### config.mk
export PLATFORM = sky130hd
export DESIGN_NAME = inst_loader
export DESIGN_NICKNAME = d
export VERILOG_FILES = /design/src/rtl/inst_loader.sv
export SDC_FILE = /design/constraint.sdc
export NUM_CORES = 1
export LEC_CHECK = 0
export ABC_AREA = 1
export CORE_MARGIN = 2
export CORE_UTILIZATION = 45
export CTS_BUF_LIST = sky130_fd_sc_hd__clkbuf_8
export CTS_CLUSTER_DIAMETER = 100
export CTS_CLUSTER_SIZE = 16
export DETAILED_ROUTE_END_ITERATION = 10
export PLACE_DENSITY = 0.68
export SETUP_SLACK_MARGIN = 0.3
export SLEW_MARGIN = 40
export SYNTH_ARGS = -nofsm -noshare
export SYNTH_HDL_FRONTEND = slang
export SYNTH_SLANG_ARGS = --single-unit
### constraint.sdc
create_clock -name clk -period 2.2 [get_ports clk]
set_input_delay 0.33 -clock clk [delete_from_list [all_inputs] [get_ports clk]]
set_output_delay 0.33 -clock clk [all_outputs]
set_load 0.005 [all_outputs]
### src/rtl/inst_loader.sv
// Boot loader: assembles a length-prefixed little-endian byte stream into instruction words,
// writes them 1 cycle after each word's last byte, holds the core in reset until the image is in.
module inst_loader #(
  parameter int ADDR_WIDTH = 10
) (
  input  logic                  clk,
  input  logic                  rst,
  input  logic                  start_i,
  input  logic                  byte_valid_i,
  input  logic [7:0]            byte_data_i,
  output logic                  byte_ready_o,
  output logic                  inst_we_o,
  output logic [ADDR_WIDTH-1:0] inst_waddr_o,
  output logic [31:0]           inst_wdata_o,
  output logic                  core_rst_o,
  output logic                  done_o,
  output logic                  err_o,
  output logic [31:0]           checksum_o
);

  typedef enum logic [1:0] {S_LEN, S_DATA, S_FLUSH, S_DONE} state_t;

  localparam logic [32:0] DEPTH = 33'd1 << ADDR_WIDTH;

  state_t      state, state_nxt;
  logic [1:0]  byte_cnt;
  logic [31:0] word_cnt;
  logic [31:0] len_q;
  logic [31:0] shift_q;
  logic [31:0] word_asm;
  logic        xfer;
  logic        last_byte;
  logic        last_word;
  logic        fits;

  // Bytes enter at the top so the first byte of a word ends up in bits 7:0.
  assign word_asm  = {byte_data_i, shift_q[31:8]};
  assign xfer      = byte_valid_i && byte_ready_o;
  assign last_byte = xfer && (byte_cnt == 2'd3);
  assign last_word = (word_cnt + 32'd1) == len_q;
  assign fits      = {1'b0, word_cnt} < DEPTH;

  always_ff @(posedge clk or negedge rst) begin
    if (!rst) state <= S_LEN;
    else      state <= state_nxt;
  end

  always_comb begin
    state_nxt = state;
    if (start_i) begin
      state_nxt = S_LEN;
    end else begin
      case (state)
        S_LEN:   if (last_byte) state_nxt = (word_asm == 32'd0) ? S_DONE : S_DATA;
        S_DATA:  if (last_byte && last_word) state_nxt = S_FLUSH;
        S_FLUSH: state_nxt = S_DONE;
        default: state_nxt = S_DONE;
      endcase
    end
  end

  always_comb begin
    byte_ready_o = (state == S_LEN) || (state == S_DATA);
    core_rst_o   = (state != S_DONE);
    done_o       = (state == S_DONE);
  end

  always_ff @(posedge clk or negedge rst) begin
    if (!rst) begin
      byte_cnt     <= 2'd0;
      word_cnt     <= 32'd0;
      len_q        <= 32'd0;
      shift_q      <= 32'd0;
      inst_we_o    <= 1'b0;
      inst_waddr_o <= '0;
      inst_wdata_o <= 32'd0;
      err_o        <= 1'b0;
      checksum_o   <= 32'd0;
    end else begin
      inst_we_o <= 1'b0;
      if (start_i) begin
        byte_cnt   <= 2'd0;
        word_cnt   <= 32'd0;
        err_o      <= 1'b0;
        checksum_o <= 32'd0;
      end else if (xfer) begin
        byte_cnt <= byte_cnt + 2'd1;
        shift_q  <= word_asm;
        if (last_byte && state == S_LEN) begin
          len_q    <= word_asm;
          word_cnt <= 32'd0;
        end
        if (last_byte && state == S_DATA) begin
          inst_wdata_o <= word_asm;
          inst_waddr_o <= word_cnt[ADDR_WIDTH-1:0];
          // Words past the end of memory are still checksummed but never written.
          inst_we_o    <= fits;
          if (!fits) err_o <= 1'b1;
          checksum_o   <= checksum_o ^ word_asm;
          word_cnt     <= word_cnt + 32'd1;
        end
      end
    end
  end

endmodule

==> summary.md <==
| Metric | Value |
|---|---|
| Register area share after synthesis | `51.4%` |
| Post-synth top area share | `between 50% and 60%` |
| Routed length per instance | `about 17 microns` |
| Critical path data required time | `2.56 ns` |
| Yosys cell types | `34` |
| RSZ-0062 raised after global routing | `true` |
| Hold WC Path Type | `in2async` |
| Worst path top cell family by delay | `simple AND/OR/NAND/NOR gates` |
| Layout Utilization | `a little under three fifths` |
| Initial Util | `a little under half` |
| Clk Latency, worst-skew pair | `~0.47 ns` |
| Placed cell area | `0.00947 sq mm` |
| Clk buf depth | `2` |
| Most frequent CP cell | `nand2_1` |
| Avg Cell Area, Syn | `7.96 sq um` |
| Run status | `finished clean` |
| CTS root buffer | `clkbuf_8` |
| Final setup viols | `0` |
| Post-synth top area cell | `dfrtp_1` |
| CTS sink count | `between 150 and 200` |
| Worst Setup End Kind | `flop` |
| Grt total ovfl | `0` |
| Global-route wire length before repair | `between 30 and 40 mm` |
| Reg-to-Reg Start | `word_cnt[12]` |
| Area Overhead vs Synth | `24.8%` |
| Final WS setup | `0.137 ns` |
| Final wirelength | `~23 mm` |
| Worst-Margin Slew | `around 0.54 ns` |
| Vias in the first global route | `approximately 7000` |
| Antenna violations before repair | `0` |
| Largest net degree at the start of global routing | `65` |
| Inst Count DP | `1329` |
| Max-slew headroom | `around 64%` |
| Crit path buf inv count | `0` |
| Final ANT Viol Nets | `0` |
| Vias per cell | `between 5 and 6` |
| Final Hold Fails | `0` |
| Clk slew on worst S/H paths | `0.10 ns` |
| Antenna Cells | `0` |
| Post-route cell area | `0.0102 sq mm` |
| CTS tree | `built` |
| Power per cell area | `around 670 mW/mm^2` |
| CP max stage cell | `dfrtp_1` |
| Residual DRC | `0` |
| Mapped Nets | `~1000` |
| Final Skew | `between 0.015 and 0.02 ns` |
| CP Class | `reg2reg` |
| Critical Path Source | `word_cnt[12]` |
| TritonRoute pass-1 iters | `5` |
| Final period util | `~94%` |
| # Max-Cap Violations | `0` |
| FMAX | `~480 MHz` |
| Crit path launch type | `flop` |
| Vias | `7371` |
| Total number of H-tree levels | `4` |
| Setup TNS | `0 ns` |
| Core area | `0.0179 sq mm` |
| LEAKAGE | `4.70 nW` |
| Chip height | `139 microns` |
| Die X-Extent | `between 100 and 150 microns` |
| Synth top area cells | `dfrtp_1 (51%), nand2_1 (14%), o21ai_0 (6.6%)` |
| EDFF count, synth | `0` |
| Row cnt | `roughly 50` |
| Post-DP HPWL | `between 15 and 20 mm` |
| Final slew viol count | `0` |
| GRT Util Overall | `about a quarter` |
| Seq cells post-synth | `between 150 and 200` |
| Hold WS | `around 0.40 ns` |
| Max rail drop VDD | `approximately 0.47 mV` |
| Tot Pwr | `6.81 mW` |
| CP Max Fanout | `7` |
| Number of buffers created by CTS | `17` |
| Setup slack at placement | `between 0.03 and 0.04 ns` |
| Final #Nets | `1156` |
| Share of layout cells above drive strength 1 | `11.0%` |
| YS warnings | `0` |
| # port buffers | `90` |
| Synth cell count leaders | `nand2_1 (299), dfrtp_1 (168), o21ai_0 (108)` |
| Global placement routability congestion | `0.951` |
| Post-layout min period | `2.06 ns` |
| Die area | `roughly 0.019 sq mm` |
| CP Cell Sequence | `nand2_1 -> nor2_1 -> nand2_1 -> nor2_4 -> nand2_1 -> nand2_1 -> nand2_1 -> nand2_1 -> nand2_1 -> nor2_1 -> nand2_1 -> nor2_2 -> nand3_2 -> nand2_1 -> nand2_1` |
| Starting DRT DRC Count | `roughly 750` |
| Synthesized cell area | `just over 0.008 sq mm` |
| Top FF cell, synth | `dfrtp_1` |
| Non-Filler Instances | `around 1400` |
| Critical path arrival | `between 2 and 2.5 ns` |
| Async set or reset register ratio after synthesis | `100%` |
| Most numerous cell in the Yosys netlist | `nand2_1` |
| Max incr delay on CP | `0.44 ns` |
| Ports | `91` |
| Cells after Synth | `between 1000 and 1500` |
[worst reg2reg max path, delay by kind of cell (launching register included)]
kind	cells	cell delay, ns
flops	1	0.44
simple gates	15	1.52
[worst paths after layout]
check                                  endpoint  slack (ns)  cells past startpoint
worst max-delay path                   state[0]        0.14                     15
worst min-delay path                  inst_we_o        0.40                      2
worst max register to register         state[0]        0.14                     15
worst min register to register  inst_waddr_o[1]        0.48                      2
max in group asynchronous       inst_waddr_o[9]        1.14                      3
min in group clk                inst_waddr_o[1]        0.48                      2
[cell type report]
type	instances	area, sq um
fill	1627	7690
sequential	168	4210
multi-input combinational	720	3570
timing repair buffer	131	1360
inverter	104	390
tap	229	287
clock buffer	17	234
clock inverter	15	146
[where the power goes]
group          internal [mW]  switching (mW)
clock                  0.827            1.32
combinational          0.469           0.567
sequential              3.35           0.280
total                   4.65            2.17
[layout by cell type (no fill, tap or decap), types with 2 or more instances in the layout]
cell	instances
nand3_1	62
o22ai_1	16
buf_6	2
o21ai_1	7
o21a_1	2
clkinv_4	3
nor2_2	13
inv_6	2
o31ai_1	2
nand2_2	6
nor2_1	54
inv_1	99
o21ai_0	108
buf_4	28
clkinv_8	3
dfrtp_2	7
xnor3_1	2
nand3b_1	13
inv_2	6
clkbuf_8	17
clkinvlp_4	3
dfrtp_1	161
xor2_2	2
nand4_1	10
nand3_4	2
nor4_1	9
nor3_1	30
xnor2_1	2
clkdlybuf4s50_1	89
nand2_4	4
and3_1	30
a21oi_1	32
nor2_4	9
nand2_1	294
buf_12	9
clkbuf_16	2
inv_8	2
[flip-flops by register name, summed over array words and instances, names as in the netlist]
register and flops:
checksum_o 32, inst_wdata_o 32, len_q 32, word_cnt 32, shift_q 24, inst_waddr_o 10
byte_cnt 2, state 2, err_o 1, inst_we_o 1
[what timing repair did]
action,in CTS,in global routing
setup buffers,10,10
endpoints found under the hold margin,50,0
resized for setup,15,27
gates cloned,0,2
hold buffers,1,0
endpoints found under the setup margin,3,72
pin swaps,9,17
[metal layers]
metal	share of wire, %	vias up	global-route usage [%]
li1	-	3591	-
met1	48	3528	35.8
met2	45	218	35.2
met3	6.1	34	4.94
met4	1.6	0	6.43
met5	0	-	0
[cell families (layout without fill, tap and decap cells)]
family | Yosys count | count (layout) | synth area share, %
adders and majority gates | 2 | 2 | 0.306
DFF | 168 | 168 | 51.4
AOI/OAI and AO/OA | 170 | 170 | 10.9
xor gates and xnor gates | 7 | 7 | 1.09
and+or+nand+nor | 541 | 541 | 29.8
buffers and inverters | 140 | 267 | 6.50
Power figures use the tool's default switching activity.
